===== src/rtl/pix_frame_sink_pkg.sv =====
// Shared types and constants for the SDL pixel-stream frame sink.
// Summary field widths match the default CORDW=10 / CNTW=19 build.
package pix_frame_sink_pkg;

  localparam int CORDW_P = 10;
  localparam int CNTW_P  = 19;

  localparam logic [15:0] CRC_POLY = 16'h1021;
  localparam logic [15:0] CRC_INIT = 16'hFFFF;

  typedef enum logic {SEEK, ACCUM} state_e;

  typedef struct packed {
    logic [7:0] r;
    logic [7:0] g;
    logic [7:0] b;
  } rgb24_t;

  typedef struct packed {
    logic [CORDW_P-1:0] min_x;
    logic [CORDW_P-1:0] max_x;
    logic [CORDW_P-1:0] min_y;
    logic [CORDW_P-1:0] max_y;
    logic [CNTW_P-1:0]  key_cnt;
    logic               found;
    logic               err;
    logic [15:0]        crc;
  } frm_sum_t;

  localparam frm_sum_t SUM_RST = '{
    min_x: '1, max_x: '0, min_y: '1, max_y: '0,
    key_cnt: '0, found: 1'b0, err: 1'b0, crc: 16'h0000
  };

  localparam frm_sum_t ACC_CLR = '{
    min_x: '1, max_x: '0, min_y: '1, max_y: '0,
    key_cnt: '0, found: 1'b0, err: 1'b0, crc: CRC_INIT
  };

endpackage


===== src/rtl/pix_crc16_step.sv =====
// CRC-16-CCITT update over one 24-bit pixel, r then g then b, MSB first.
// Purely combinational; one instance advances the CRC by a whole pixel.
module pix_crc16_step
  import pix_frame_sink_pkg::*;
(
  input  logic [15:0] crc_i,
  input  rgb24_t      data_i,
  output logic [15:0] crc_o
);

  logic [23:0] d;
  assign d = data_i;

  always_comb begin
    logic fb;
    crc_o = crc_i;
    for (int i = 23; i >= 0; i--) begin
      fb    = crc_o[15] ^ d[i];
      crc_o = {crc_o[14:0], 1'b0} ^ (fb ? CRC_POLY : 16'h0000);
    end
  end

endmodule


===== src/rtl/pix_frame_sink.sv =====
// Frame sink: raster-order check, key-colour box/count, per-frame summary.
// Define PIX_FRAME_SINK_CRC_EN to build the per-frame CRC-16 accumulator.
module pix_frame_sink
  import pix_frame_sink_pkg::*;
#(
  parameter int          CORDW   = 10,
  parameter int          H_RES   = 640,
  parameter int          V_RES   = 480,
  parameter int          CNTW    = 19,
  parameter logic [23:0] KEY_RGB = 24'hFFFFFF
) (
  input  logic             clk_pix,
  input  logic             rst_pix,
  input  logic [CORDW-1:0] in_sx,
  input  logic [CORDW-1:0] in_sy,
  input  logic             in_de,
  input  logic [7:0]       in_r,
  input  logic [7:0]       in_g,
  input  logic [7:0]       in_b,
  output logic             frm_valid,
  input  logic             frm_ready,
  output logic [CORDW-1:0] frm_min_x,
  output logic [CORDW-1:0] frm_max_x,
  output logic [CORDW-1:0] frm_min_y,
  output logic [CORDW-1:0] frm_max_y,
  output logic [CNTW-1:0]  frm_key_cnt,
  output logic             frm_found,
  output logic             frm_err,
  output logic [15:0]      frm_crc,
  output logic             frm_drop
);

  localparam logic [CORDW-1:0] XL = CORDW'(H_RES - 1);
  localparam logic [CORDW-1:0] YL = CORDW'(V_RES - 1);

  state_e           state_q;
  logic [CORDW-1:0] ex_q, ey_q, ex_d, ey_d;
  frm_sum_t         acc_q, pend_q, sum_q;
  frm_sum_t         base, acc_d, cut;
  logic             pub_q, valid_q, drop_q;
  logic             sof, eof, key, restart, mism;
  logic [15:0]      crc_d;
  rgb24_t           px;

  assign px = {in_r, in_g, in_b};

`ifdef PIX_FRAME_SINK_CRC_EN
  pix_crc16_step u_crc (
    .crc_i  (base.crc),
    .data_i (px),
    .crc_o  (crc_d)
  );
`else
  assign crc_d = 16'h0000;
`endif

  always_comb begin
    sof     = (in_sx == '0) && (in_sy == '0);
    eof     = (in_sx == XL) && (in_sy == YL);
    key     = (px == KEY_RGB);
    restart = (state_q == ACCUM) && sof;
    mism    = (state_q == ACCUM) && !sof &&
              ((in_sx != ex_q) || (in_sy != ey_q));
    ex_d    = (in_sx == XL) ? '0 : in_sx + 1'b1;
    ey_d    = (in_sx == XL) ? in_sy + 1'b1 : in_sy;
    // A premature restart folds (0,0) into a fresh frame
    base    = restart ? ACC_CLR : acc_q;
    acc_d   = base;
    acc_d.err = base.err | mism;
    if (key) begin
      if (base.key_cnt != '1) acc_d.key_cnt = base.key_cnt + 1'b1;
      if (in_sx < base.min_x) acc_d.min_x = in_sx;
      if (in_sx > base.max_x) acc_d.max_x = in_sx;
      if (in_sy < base.min_y) acc_d.min_y = in_sy;
      if (in_sy > base.max_y) acc_d.max_y = in_sy;
    end
    acc_d.crc   = crc_d;
    acc_d.found = (acc_d.key_cnt != '0);
    cut     = acc_q;
    cut.err = 1'b1;
  end

  always_ff @(posedge clk_pix or posedge rst_pix) begin
    if (rst_pix) begin
      state_q <= SEEK;
      ex_q    <= '0;
      ey_q    <= '0;
      acc_q   <= ACC_CLR;
      pend_q  <= SUM_RST;
      sum_q   <= SUM_RST;
      pub_q   <= 1'b0;
      valid_q <= 1'b0;
      drop_q  <= 1'b0;
    end else begin
      pub_q <= 1'b0;
      if (in_de) begin
        ex_q <= ex_d;
        ey_q <= ey_d;
        unique case (state_q)
          SEEK: begin
            if (sof) begin
              acc_q   <= acc_d;
              state_q <= ACCUM;
            end
          end
          ACCUM: begin
            if (restart) begin
              pend_q <= cut;
              pub_q  <= 1'b1;
              acc_q  <= acc_d;
            end else if (eof) begin
              pend_q  <= acc_d;
              pub_q   <= 1'b1;
              acc_q   <= ACC_CLR;
              state_q <= SEEK;
            end else begin
              acc_q <= acc_d;
            end
          end
        endcase
      end
      // Output register: load, hold under backpressure, or drop
      if (pub_q && (!valid_q || frm_ready)) begin
        sum_q   <= pend_q;
        valid_q <= 1'b1;
      end else if (pub_q) begin
        drop_q <= 1'b1;
      end else if (valid_q && frm_ready) begin
        valid_q <= 1'b0;
      end
    end
  end

  assign frm_valid   = valid_q;
  assign frm_drop    = drop_q;
  assign frm_min_x   = sum_q.min_x;
  assign frm_max_x   = sum_q.max_x;
  assign frm_min_y   = sum_q.min_y;
  assign frm_max_y   = sum_q.max_y;
  assign frm_key_cnt = sum_q.key_cnt;
  assign frm_found   = sum_q.found;
  assign frm_err     = sum_q.err;
  assign frm_crc     = sum_q.crc;

endmodule


===== config.mk =====
export PLATFORM = sky130hd
export DESIGN_NAME = pix_frame_sink
export DESIGN_NICKNAME = d
export VERILOG_FILES = /design/src/rtl/pix_frame_sink_pkg.sv /design/src/rtl/pix_crc16_step.sv /design/src/rtl/pix_frame_sink.sv
export SDC_FILE = /design/constraint.sdc
export NUM_CORES = 1
export LEC_CHECK = 0
export CAP_MARGIN = 10
export CORE_ASPECT_RATIO = 2
export CORE_MARGIN = 8
export CORE_UTILIZATION = 50
export CTS_CLUSTER_SIZE = 12
export DETAILED_ROUTE_END_ITERATION = 16
export DONT_BUFFER_PORTS = 1
export GPL_TIMING_DRIVEN = 0
export SLEW_MARGIN = 15
export SYNTH_ARGS = -nofsm -noshare
export SYNTH_HDL_FRONTEND = slang
export SYNTH_SLANG_ARGS = --single-unit

===== constraint.sdc =====
create_clock -name clk_pix -period 10.46 [get_ports clk_pix]
set_clock_uncertainty 0.2 [all_clocks]
set_input_delay 2.615 -clock clk_pix [delete_from_list [all_inputs] [get_ports clk_pix]]
set_output_delay 2.615 -clock clk_pix [all_outputs]
set_load 0.1 [all_outputs]

; Word-level counts from Yosys, hierarchy flattened
; Cells that the tools add are included.
[word_totals]
ff_bits = 255
latch_bits = 0
mem_bits_rw = 0
rom_bits = 0
in_bits = 48
out_inout_bits = 79
word_cells = 94
n_memories = 0
[op_classes]
addsub = 3
multipliers = 0
div_mod_pow = 0
order_cmp = 4
n_eq_ne = 8
n_shift = 0
muxes = 26
bitwise = 3
reduce_logical = 20
[op_table]
columns = operator, count
row1 = $mux W77, 6
row2 = $pmux W77 S2, 1
row3 = $mux W10, 6
row4 = $mux W59, 1
row5 = $eq A24 B24 Y1 const B, 1
row6 = $add A10 B1 Y10 const B, 2
row7 = $gt A10 B10 Y1, 2
row8 = $logic_not A10 Y1, 2
row9 = $lt A10 B10 Y1, 2
row10 = $ne A10 B10 Y1, 2
row11 = $add A19 B1 Y19 const B, 1
row12 = $mux W19, 1
row13 = $ne A19 B19 Y1 const B, 1
row14 = $reduce_bool A19 Y1, 1
row15 = $eq A10 B10 Y1 const B, 1
row16 = $eq A10 B9 Y1 const B, 1
row17 = $mux W1, 10
row18 = $logic_and A1 B1 Y1, 7
row19 = $reduce_and A2 Y1, 3
row20 = $reduce_bool A2 Y1, 2
row21 = $reduce_and A3 Y1, 1
row22 = $logic_not A1 Y1, 2
row23 = $logic_or A1 B1 Y1, 2
row24 = $ne A2 B1 Y1 const B, 1
row25 = other kinds (4), 5

; Longest topological paths before layout
[logic_depth]
word_depth = 11
depth_mapped = 19
mapped_depth_nobuf = 15

; Least setup slack after synthesis
; Ideal clock, no wire load.
[synth_timing]
path_type = input-to-reg
startpoint = input in_sy[0]
endpoint = register acc_q[67] (netlist name)
setup_time_ns = 0.080
arrival_ns = 6.008
t_required_ns = 10.180
path_slack_ns = 4.172
path_stages = 18
n_path_buf = 4
path_cell_list = clkbuf_1 inv_1 ha_1 nor4b_1 nand4_1 nor2_2 clkbuf_1 buf_1 nor2_1 ha_1 o21ai_0 nand2b_1 a21oi_1 a2111oi_0 nor2_1 o21a_1 clkbuf_1 o22a_1
[synth_via]
elab_chain_len = 10
elab_cells_between_ends = 15
classes_between = order compare: 1 / eq/ne: 2 / mux: 7 / reduce/logical: 5
[synth_lines]
columns = item, line
row1 = start: declaration, pix_frame_sink.sv:15  ; input logic [CORDW-1:0] in_sy,
row2 = $logic_not A10 Y1, pix_frame_sink.sv:58  ; sof = (in_sx == '0) && (in_sy == '0);
row3 = $logic_and A1 B1 Y1, pix_frame_sink.sv:58
row4 = $logic_and A1 B1 Y1, pix_frame_sink.sv:61  ; restart = (state_q == ACCUM) && sof;
row5 = $mux W77, pix_frame_sink.sv:67  ; base = restart ? ACC_CLR : acc_q;
row6 = $lt A10 B10 Y1, pix_frame_sink.sv:72  ; if (in_sx < base.min_x) acc_d.min_x = in_sx;
row7 = $mux W10, pix_frame_sink.sv:72
row8 = $mux W59, pix_frame_sink.sv:70  ; if (key) begin
row9 = $mux W77, pix_frame_sink.sv:111  ; end else if (eof) begin
row10 = $mux W77, pix_frame_sink.sv:107  ; if (restart) begin
row11 = $pmux W77 S2, pix_frame_sink.sv:99  ; unique case (state_q)
row12 = end signal: assignment, pix_frame_sink.sv:102  ; acc_q <= acc_d;
row13 = end signal: assignment, pix_frame_sink.sv:110  ; acc_q <= acc_d;
row14 = end signal: assignment, pix_frame_sink.sv:114  ; acc_q <= ACC_CLR;
row15 = end: declaration, pix_frame_sink.sv:38  ; frm_sum_t acc_q, pend_q, sum_q;
; Parallel ways exist; a longest one is shown, timed or not. The select of a mux whose other input is x is not followed.
; A chain may end at the register's enable or synchronous reset.

; Final worst setup path
[layout_timing]
startpoint = input in_sx[0]
endpoint = register acc_q[56] (netlist name)
[layout_via]
elab_chain_len = 10
elab_cells_between_ends = 15
classes_between = order compare: 1 / eq/ne: 2 / mux: 7 / reduce/logical: 5
[layout_lines]
columns = item, line
row1 = start: declaration, pix_frame_sink.sv:14  ; input logic [CORDW-1:0] in_sx,
row2 = $logic_not A10 Y1, pix_frame_sink.sv:58
row3 = $logic_and A1 B1 Y1, pix_frame_sink.sv:58
row4 = $logic_and A1 B1 Y1, pix_frame_sink.sv:61
row5 = $mux W77, pix_frame_sink.sv:67
row6 = $lt A10 B10 Y1, pix_frame_sink.sv:74  ; if (in_sy < base.min_y) acc_d.min_y = in_sy;
row7 = $mux W10, pix_frame_sink.sv:74
row8 = $mux W59, pix_frame_sink.sv:70
row9 = $mux W77, pix_frame_sink.sv:111
row10 = $mux W77, pix_frame_sink.sv:107
row11 = $pmux W77 S2, pix_frame_sink.sv:99
; Parallel ways exist; a longest one is shown, timed or not. The select of a mux whose other input is x is not followed.

==> summary.md <==
| Metric | Value |
|---|---|
| Worst ir drop on vdd | 111 uV |
| Synthesized Nets | 1,167 |
| Max incr delay on CP | 720 ps |
| Core area | 0.0215 mm2 |
| Area growth syn-to-layout | 9.09% |
| Mean post-synth cell area | 10.2 um2 |
| Pleak | 5.00 nW |
| Fin crit share | 0.689 |
| Initial DRC Count | 506 |
| Final instance area | around 0.012 mm2 |
| Critical Path Source Type | primary input |
| Dpl cells | ~1.4k |
| Rel. slew slack | 0.205 |
| Post-Syn Area | between 0.01 and 0.015 mm2 |
| Hpwl dp | 24,500 um |
| Largest net degree at the start of global routing | 109 |
| Hold crit path type | register to register |
| Mapped Cells | around 1.1k |
| H-tree levels | 1 |
| Detailed Routing Iterations Pass 1 | 7 |
| Final WL | 32,500 um |
| Post_cts resized | 0 |
| Initial antenna violation count | 1 |
| Final critical-path required period | 7210 ps |
| Final Hold Viols | 0 |
| Total die area | 0.0272 mm2 |
| Post-CTS setup buffer count | 0 |
| CTS Hold Bufs | 0 |
| # rows | 76 |
| Final TNS setup | 0 ps |
| CP Data Required Time | 10,710 ps |
| Fmax | 139 MHz |
| Slowest cell on crit path | a21oi_1 |
| Critical Path AT | 7460 ps |
| Wire per inst | 23.4 um |
| CP Capture Type | register |
| Root Buffer | clkbuf_16 |
| Post-synthesis sequential area ratio | 0.487 |
| Die Span X | 121 um |
| # fillers | about 2k |
| Clock Latency Late Sink | around 520 ps |
| Clock transition at path regs | approximately 60 ps |
| PwrDens | around 140 mW/mm2 |
| Worst slew pin tran | ~1200 ps |
| Vias in the first global route | 8,617 |
| Antenna-violating nets left | 0 |
| First-pass GRT wire length | 49,500 um |
| Register bit count reported by yosys | 210 |
| Residual DRC | 0 |
| Global route overflow | 0 |
| Final Non-Filler Cells | 1,390 |
| Synth unique cells | 74 |
| Post-synth ARST share | 1.00 |
| TritonCTS Buffers | 21 |
| GPL Wtd Cong | about 0.93 |
| Final core occ | 0.556 |
| Crit Path Class | primary input to register |
| Status | finished, final reports clean |
| Nets@finish | 1,191 |
| Maximum fanout along the worst path | 10 |
| Max-cap violations | 0 |
| CTS Buffer Depth | 3 |
| RSZ-0062 raised after global routing | no |
| Synth Flop Type | dfrtp_1 |
| Post-synth EDFFs | 0 |
| Cell Area, Placed | 0.0113 mm2 |
| # setup viols final | 0 |
| Initial Util | 0.509 |
| IO Pins | 127 |
| Worst-path cell chain | clkbuf_1, inv_1, ha_1, nor4b_1, nand4_1, nor2_2, clkbuf_1, buf_1, nor2_1, ha_1, nor2b_1, o21ai_0, nand3b_1, a211o_1, a21oi_1, o22a_1 |
| CTS tree | done |
| Port Buffer Count | 0 |
| GRT Overall Usage | 0.238 |
| Via count | 8,311 |
| Slew Limit Fails | 0 |
| DR vias/cell | approximately 6 |
| Die Y | about 230 um |
| Layout cells sized above 1 | 0.195 |
| Clk sink count | 210 |
| YS warnings | 0 |
## per-layer routing
layer,global-route usage,vias up,wire length (um)
met5,0,-,0
met4,0.124,0,1600
met3,0.0439,78,1750
met2,0.462,231,18300
met1,0.228,4146,10900
li1,-,3856,-
## state kept, by name, summed over array words and instances, names as in the netlist
signal,count
acc_q,62
frm_crc,1
frm_err,1
frm_min_y,10
pub_q,1
ex_q,10
frm_valid,1
frm_found,1
frm_min_x,10
frm_key_cnt,19
state_q,1
frm_drop,1
frm_max_y,10
ey_q,10
pend_q,62
frm_max_x,10
## logic make-up (layout without fill, tap and decap cells)
| group | Yosys count | in the layout | synth area share |
|---|---|---|---|
| simple gates | 346 | 346 | 0.156 |
| compound gates | 249 | 249 | 0.147 |
| flops | 210 | 210 | 0.487 |
| buf+inv | 105 | 144 | 0.0458 |
| mux | 74 | 74 | 0.0751 |
| xor+xnor | 51 | 51 | 0.0408 |
| fa+ha+maj | 42 | 42 | 0.0480 |
| other cells | 0 | 1 | 0 |
## final timing paths
| kind | slack [ps] | depth (start not counted) | to | start |
|---|---|---|---|---|
| worst min-delay path | 250 | 2 | pend_q[52] | pend_q[52] |
| min in group asynchronous | 1850 | 1 | frm_drop | rst_pix |
| worst min register to register | 250 | 2 | pend_q[52] | pend_q[52] |
| worst max register to register | 5580 | 13 | acc_q[56] | state_q |
| worst max-delay path | 3250 | 16 | acc_q[56] | in_sx[0] |
| max in group asynchronous | 7180 | 2 | ex_q[9] | rst_pix |
## placed cells by master (no fill, tap or decap), types with 20 or more instances in the layout
cell	instances
xnor2_1	27
o21ai_0	77
ha_1	42
clkbuf_16	21
clkbuf_1	56
nand2_1	135
o22a_1	20
xor2_1	24
a21oi_1	56
mux2_2	65
nor2_1	69
dfstp_2	61
nand4_1	27
nand3_1	27
dfrtp_1	148
a22o_1	21
## critical path, delay by kind of cell
family	cells	cell delay, ps
buffers and inverters	4	1310
adder cells (fa/ha/maj)	2	460
AND/OR/NAND/NOR	6	1470
AO/OA/AOI/OAI	4	1570
## cell type report
cell class | instances | area, um2 | area share
sequential | 210 | 5330 | 0.447
multi-input combinational | 762 | 5110 | 0.428
clock buffer | 37 | 606 | 0.0507
buffer | 85 | 427 | 0.0357
tap | 273 | 342 | 0.0286
inverter | 20 | 82.6 | 0.00692
timing repair buffer | 1 | 27.5 | 0.00231
clock inverter | 1 | 8.76 | 0.000734
antenna | 1 | 2.50 | 0.000210
## power by group
part | switching [W] | total, W | leakage, nW | internal, W
combinational | 0.0000684 | 0.000100 | 2.05 | 0.0000318
clock | 0.000315 | 0.000706 | 0.294 | 0.000391
sequential | 0.00000717 | 0.000831 | 2.66 | 0.000824
total | 0.000391 | 0.00164 | 5.00 | 0.00125
## cell usage after synthesis, drive strengths merged, types with 11 or more instances
cell type / n / area [um2]
dfrtp: 149 / 3730
nand2: 135 / 507
o21ai: 82 / 410
nor2: 71 / 277
mux2: 65 / 732
dfstp: 61 / 1600
a21oi: 56 / 280
clkbuf: 44 / 168
ha: 42 / 526
buf: 41 / 259
nand4: 28 / 181
nand3: 27 / 135
xnor2: 27 / 236
xor2: 24 / 210
a22o: 21 / 184
inv: 20 / 75.1
o22a: 20 / 175
a21o: 13 / 97.6
nor3: 12 / 65.1
and2: 11 / 68.8
o211ai: 11 / 87.6
## through the flow
| stage | hold WS [ps] | power [W] | worst slack [ps] |
|---|---|---|---|
| 3_3_place_gp | 249 | 0.000942 | -356 |
| 4_1_cts | 257 | 0.00165 | 3260 |
| 6_report | 255 | 0.00164 | 3250 |
| 2_1_floorplan | 233 | 0.000913 | 2010 |
| 3_5_place_dp | 248 | 0.000945 | 2750 |
| 5_1_grt | 275 | 0.00169 | 2780 |
Power figures use the tool's default switching activity.
